<file path="src/rtl/fpga2_burst_receiver.sv">
// FPGA-2 inter-chip burst receiver: req/rdy/ack handshake, toggle-strobed words, FIFO drained over valid/ready.
// Latency: req->rdy SYNC_STAGES+2, word_tgl->FIFO write SYNC_STAGES+1, send_done->ack/nack SYNC_STAGES+1; a word is dropped (sticky overflow) only if the FIFO is full with no pop.
module fpga2_burst_receiver #(
   parameter int DATA_W        = 32,
   parameter int FIFO_DEPTH    = 16,
   parameter int SYNC_STAGES   = 2,
   parameter int RECEIVE_COUNT = 10,
   parameter int CNT_W         = 16
) (
   input  logic                          clk,
   input  logic                          rst_n,
   input  logic [DATA_W-1:0]             data_in,
   input  logic                          req_in,
   input  logic                          word_tgl,
   input  logic                          send_done,
   output logic                          rdy_out,
   output logic                          ack_out,
   output logic                          nack_out,
   output logic [DATA_W-1:0]             m_data,
   output logic                          m_valid,
   input  logic                          m_ready,
   output logic [CNT_W-1:0]              word_count,
   output logic                          overflow,
   output logic [$clog2(FIFO_DEPTH):0]   fifo_level
);

   localparam int AW = $clog2(FIFO_DEPTH);

   typedef enum logic [2:0] {
      IDLE    = 3'd0,
      READY   = 3'd1,
      RECEIVE = 3'd2,
      ACK     = 3'd3,
      NACK    = 3'd4
   } state_t;

   logic [SYNC_STAGES-1:0] req_sync_q, req_sync_d;
   logic [SYNC_STAGES-1:0] tgl_sync_q, tgl_sync_d;
   logic [SYNC_STAGES-1:0] done_sync_q, done_sync_d;
   logic                   tgl_d_q, tgl_d_d;
   logic [AW:0]            wr_ptr_q, wr_ptr_d;
   logic [AW:0]            rd_ptr_q, rd_ptr_d;
   logic [DATA_W-1:0]      mem_q [FIFO_DEPTH];

   state_t                 state_q;
   logic                   rdy_q, ack_q, nack_q, ovf_q;
   logic [CNT_W-1:0]       cnt_q;

   logic                   req_s, tgl_s, done_s, word_ev;
   logic [AW:0]            level;
   logic                   empty, full, pop, push_req, push, drop;
   logic [CNT_W-1:0]       cnt_final;
   logic                   ovf_final, len_ok;

   always_comb begin
      req_sync_d  = {req_sync_q[SYNC_STAGES-2:0], req_in};
      tgl_sync_d  = {tgl_sync_q[SYNC_STAGES-2:0], word_tgl};
      done_sync_d = {done_sync_q[SYNC_STAGES-2:0], send_done};
      req_s       = req_sync_q[SYNC_STAGES-1];
      tgl_s       = tgl_sync_q[SYNC_STAGES-1];
      done_s      = done_sync_q[SYNC_STAGES-1];
      tgl_d_d     = tgl_s;
      word_ev     = tgl_s ^ tgl_d_q;
   end

   always_comb begin
      level    = wr_ptr_q - rd_ptr_q;
      empty    = (wr_ptr_q == rd_ptr_q);
      full     = (level == (AW+1)'(FIFO_DEPTH));
      pop      = !empty && m_ready;
      push_req = (state_q == RECEIVE) && word_ev;
      // A pop in the same cycle frees the slot, so a full FIFO can still accept.
      push     = push_req && (!full || pop);
      drop     = push_req && full && !pop;
      wr_ptr_d = push ? wr_ptr_q + (AW+1)'(1) : wr_ptr_q;
      rd_ptr_d = pop  ? rd_ptr_q + (AW+1)'(1) : rd_ptr_q;
   end

   // The exit decision must see the word arriving in the same cycle.
   always_comb begin
      cnt_final = cnt_q;
      if (push_req && (cnt_q != {CNT_W{1'b1}}))
         cnt_final = cnt_q + CNT_W'(1);
      ovf_final = ovf_q || drop;
      len_ok    = (RECEIVE_COUNT == 0) || (cnt_final == CNT_W'(RECEIVE_COUNT));
   end

   always_ff @(posedge clk or negedge rst_n) begin
      if (!rst_n) begin
         req_sync_q  <= '0;
         tgl_sync_q  <= '0;
         done_sync_q <= '0;
         tgl_d_q     <= 1'b0;
         wr_ptr_q    <= '0;
         rd_ptr_q    <= '0;
      end else begin
         req_sync_q  <= req_sync_d;
         tgl_sync_q  <= tgl_sync_d;
         done_sync_q <= done_sync_d;
         tgl_d_q     <= tgl_d_d;
         wr_ptr_q    <= wr_ptr_d;
         rd_ptr_q    <= rd_ptr_d;
      end
   end

   always_ff @(posedge clk) begin
      if (push)
         mem_q[wr_ptr_q[AW-1:0]] <= data_in;
   end

   always_ff @(posedge clk or negedge rst_n) begin
      if (!rst_n) begin
         state_q <= IDLE;
         rdy_q   <= 1'b0;
         ack_q   <= 1'b0;
         nack_q  <= 1'b0;
         cnt_q   <= '0;
         ovf_q   <= 1'b0;
      end else begin
         case (state_q)
            IDLE: begin
               rdy_q  <= 1'b0;
               ack_q  <= 1'b0;
               nack_q <= 1'b0;
               if (req_s)
                  state_q <= READY;
            end
            READY: begin
               cnt_q   <= '0;
               ovf_q   <= 1'b0;
               rdy_q   <= 1'b1;
               state_q <= RECEIVE;
            end
            RECEIVE: begin
               cnt_q <= cnt_final;
               ovf_q <= ovf_final;
               if (done_s) begin
                  rdy_q <= 1'b0;
                  if (len_ok && !ovf_final) begin
                     ack_q   <= 1'b1;
                     state_q <= ACK;
                  end else begin
                     nack_q  <= 1'b1;
                     state_q <= NACK;
                  end
               end else if (!req_s) begin
                  rdy_q   <= 1'b0;
                  nack_q  <= 1'b1;
                  state_q <= NACK;
               end
            end
            ACK, NACK: begin
               if (!req_s && !done_s) begin
                  ack_q   <= 1'b0;
                  nack_q  <= 1'b0;
                  state_q <= IDLE;
               end
            end
            default: begin
               rdy_q   <= 1'b0;
               ack_q   <= 1'b0;
               nack_q  <= 1'b0;
               state_q <= IDLE;
            end
         endcase
      end
   end

   assign rdy_out    = rdy_q;
   assign ack_out    = ack_q;
   assign nack_out   = nack_q;
   assign word_count = cnt_q;
   assign overflow   = ovf_q;
   assign fifo_level = level;
   assign m_valid    = !empty;
   assign m_data     = empty ? '0 : mem_q[rd_ptr_q[AW-1:0]];

endmodule

</file>
<file path="config.mk">
export PLATFORM = sky130hd
export DESIGN_NAME = fpga2_burst_receiver
export DESIGN_NICKNAME = d
export VERILOG_FILES = /design/src/rtl/fpga2_burst_receiver.sv
export SDC_FILE = /design/constraint.sdc
export NUM_CORES = 1
export LEC_CHECK = 0
export CORE_UTILIZATION = 45
export CTS_CLUSTER_DIAMETER = 40
export CTS_CLUSTER_SIZE = 14
export DETAILED_ROUTE_END_ITERATION = 16
export GPL_ROUTABILITY_DRIVEN = 0
export GPL_TIMING_DRIVEN = 1
export MAX_ROUTING_LAYER = met4
export PLACE_DENSITY_LB_ADDON = 0.2
export SYNTH_ARGS = -nofsm -noshare
export SYNTH_HDL_FRONTEND = slang
export SYNTH_SLANG_ARGS = --single-unit
</file>
<file path="constraint.sdc">
create_clock -name clk -period 12.8 [get_ports clk]
set_input_delay 3.2 -clock clk [delete_from_list [all_inputs] [get_ports clk]]
set_output_delay 3.2 -clock clk [all_outputs]
set_load 0.02 [all_outputs]
</file>
==> reports/qor.csv <==
metric;value;unit
outcome;finished, final reports clean;
initial DRC count;921;
leakage component of the power;8.57;nW
H-tree levels;3;
number of synthesized flops with an enable pin;512;
detailed-router iteration count before antenna repair;5;
share of synthesized area occupied by flip-flops and latches;74.8;%
number of antenna violations at the first check in global routing;1;
CTS resizes;0;
flop and latch count out of synthesis;552;
RR Startpoint;rd_ptr_q[0]$_DFFE_PN0P_;
beginning of the worst hold path;done_sync_q[0]$_DFF_PN0_;
library cell with the highest instance count after synthesis;sky130_fd_sc_hd__edfxtp_1;
post-synthesis cell type with the largest combined area;sky130_fd_sc_hd__edfxtp_1;
total number of vias;10581;
worst reg2reg path endpoint;mem_q[9][1]$_DFFE_PP_;
count of buffers added by post-CTS timing repair for setup;0;
share of cell area taken by muxes after synthesis;16.6;%
final clock skew;0.0203;ns
IR drop worst, VDD;0.000149;V
Tightest Pin Transition;1.03;ns
count of cells along the worst register-to-register path;11;
Avg WL per Cell;25.7;um
worst hold path endpoint;done_sync_q[1]$_DFF_PN0_;
number of global-route vias before repair;11082;
compound-gate portion of the synthesized area;2.23;%
max-slew violations;0;
max_slew headroom;31.3;%
proportion of synthesized flip-flops having asynchronous set or reset;7.25;%
critical path type;reg -> out;
share of cells above drive strength 1;28.6;%
Period minus WS final;7.61;ns
Post-synth top flop;sky130_fd_sc_hd__edfxtp_1;
mapped cell area;0.0219;mm2
Synth Area in Simple Gates;3.92;%
power per unit of standard cell area;231;mW/mm2
unrepaired setup endpoints after global routing;no;
clock tree from TritonCTS;yes;
Die Ht;223;um
Register-to-Register Setup Slack;7.57;ns
drt via density;5.70;
launching element type of the critical path;flop;
drt drc;0;
CTS Buf Count;82;
portion of synthesized cell area occupied by the leading cell type;70.2;%
number of sinks handled by clock tree synthesis;552;
net count after synthesis;1069;
adder-cell share of the synthesized area;0.663;%
synthesis-to-layout area growth;20.6;%
Clk pin slew, worst setup/hold paths;0.06;ns
Achievable Freq;0.131;GHz
most numerous cell types in the synthesized netlist;sky130_fd_sc_hd__edfxtp_1 (512), sky130_fd_sc_hd__mux4_2 (160), sky130_fd_sc_hd__dfrtp_1 (40);
xor and xnor area share after synthesis;0.714;%
grt total ovfl;0;
number of cells on the worst hold path;0;
arrival time worst endpoint;4.41;ns
sum of routed wire length over all layers;47700;um
post-route clock period utilization;59.4;%
hold buffer count at cts;0;
first-pass GRT wire length;71800;um
Total Routing Usage GR;20.6;%
antenna viol nets, final;0;
Fill cells;3613;
row count;80;
post-DP HPWL;23700;um
maximum buffer depth of the clock tree;3;
effective utilization at floorplan;45.8;%
DIE WIDTH;223;um
main combinational cell family by area after synthesis;multiplexers;
path class of the lowest-slack min-delay path;reg -> reg;
Core Footprint;0.0478;mm2
mean instance size in the synthesized netlist;21.5;um2
Clk Latency, worst-skew pair;0.62;ns
die area;0.0496;mm2
unique cell type count in the Yosys netlist;64;
synth warn;0;
total number of nets in the final design;1223;
kind of capture point of the worst setup path;output pin;
maximum capacitance violations;0;
Final Total Pwr;0.00610;W
aggregate negative setup slack;0;ns
CTS root buffer;sky130_fd_sc_hd__clkbuf_16;
Final Hold Violating Endpoints;0;
largest driver fanout on the critical path;84;
IO Count;96;
synthesized instance count;1020;
port buffer count;95;
ranking of synthesized cells by area;sky130_fd_sc_hd__edfxtp_1 (70%), sky130_fd_sc_hd__mux4_2 (16%), sky130_fd_sc_hd__dfrtp_1 (4.6%);
maximum number of pins on one net before global-route repair;85;
endpoint required time on the critical path;9.60;ns
count of endpoints failing setup in the final report;0;
cells by family after synthesis:
kind of cell / after synthesis
AO/OA/AOI/OAI: 71
XOR/XNOR: 17
adder cells (fa/ha/maj): 11
buffers and inverters: 61
flip-flops: 552
multiplexers: 163
AND/OR/NAND/NOR: 145
layer usage:
layer  GRT usage (%)  wire length (um)  vias to the layer above
li1                -                 -                     4618
met1            27.4             20700                     5602
met2            32.4             23700                      284
met3            4.11              2390                       77
met4            5.90               854                        0
met5               -                 0                        -
report_power, final:
part | internal, W | switching [W] | total [W]
clock | 0.00134 | 0.000877 | 0.00222
combinational | 0.000895 | 0.000840 | 0.00174
sequential | 0.00204 | 0.000115 | 0.00215
how the worst max path moves through the flow:
stage | startpoint | slack, ns | to | cells after the start
floorplan | m_ready | 6.20 | mem_q[5][0]$_DFFE_PP_ | 4
global placement | rd_ptr_q[0]$_DFFE_PN0P_ | 5.70 | fifo_level[4] | 9
detailed placement | rd_ptr_q[0]$_DFFE_PN0P_ | 5.68 | fifo_level[4] | 9
CTS | rd_ptr_q[0]$_DFFE_PN0P_ | 5.00 | fifo_level[4] | 9
global route | rd_ptr_q[0]$_DFFE_PN0P_ | 4.80 | fifo_level[4] | 9
finish | rd_ptr_q[0]$_DFFE_PN0P_ | 5.19 | fifo_level[4] | 9
critical path: stages (launching register included):
cell                              delay [ns]
sky130_fd_sc_hd__dfrtp_4                1.08
sky130_fd_sc_hd__buf_12                 0.61
sky130_fd_sc_hd__ha_1                   0.29
sky130_fd_sc_hd__inv_1                  0.06
sky130_fd_sc_hd__fa_1                   0.40
sky130_fd_sc_hd__a21o_1                 0.18
sky130_fd_sc_hd__a21oi_1                0.17
sky130_fd_sc_hd__xnor2_1                0.30
sky130_fd_sc_hd__inv_1                  0.09
sky130_fd_sc_hd__clkdlybuf4s50_1        0.57
final cells by class:
class                   instances  area [um2]  share of cell area [%]
diodes                          1        2.50                 0.00947
well taps                     615         769                    2.91
inverters                      14        52.6                   0.199
clock inverters                62         687                    2.60
repair buffers                117        1120                    4.25
flip-flops and latches        552       16400                    62.0
clock buffers                  89        2080                    7.86
multi-input cells             407        5330                    20.2
through the flow:
step           cells  worst slack (ns)  instance area [um2]  hold slack (ns)  utilization (%)
2_1_floorplan   1020              6.20                21900            0.331                -
3_3_place_gp    1705              5.70                23700            0.335             49.4
3_5_place_dp    1705              5.68                23700            0.337             49.4
4_1_cts         1856              5.00                26400            0.354             55.2
5_1_grt         1857              4.80                26400            0.365             55.2
6_report        1857              5.19                26400            0.350             55.2
state kept, by name (all words and copies together), names as in the netlist:
name         cells
mem_q          512
word_count      16
rd_ptr_q         5
wr_ptr_q         5
state_q          3
done_sync_q      2
req_sync_q       2
tgl_sync_q       2
ack_out          1
nack_out         1
overflow         1
rdy_out          1
tgl_d_q          1
layout by cell type (no fill, tap or decap), types with 18 or more instances in the layout:
master / n
sky130_fd_sc_hd__mux4_2: 160
sky130_fd_sc_hd__nand2_1: 24
sky130_fd_sc_hd__edfxtp_1: 512
sky130_fd_sc_hd__clkbuf_16: 82
sky130_fd_sc_hd__nor2_1: 19
sky130_fd_sc_hd__buf_4: 21
sky130_fd_sc_hd__clkdlybuf4s50_1: 94
sky130_fd_sc_hd__nor2b_1: 33
sky130_fd_sc_hd__a21oi_1: 18
sky130_fd_sc_hd__dfrtp_1: 37
Note: power is estimated with default switching activity, not from simulation.
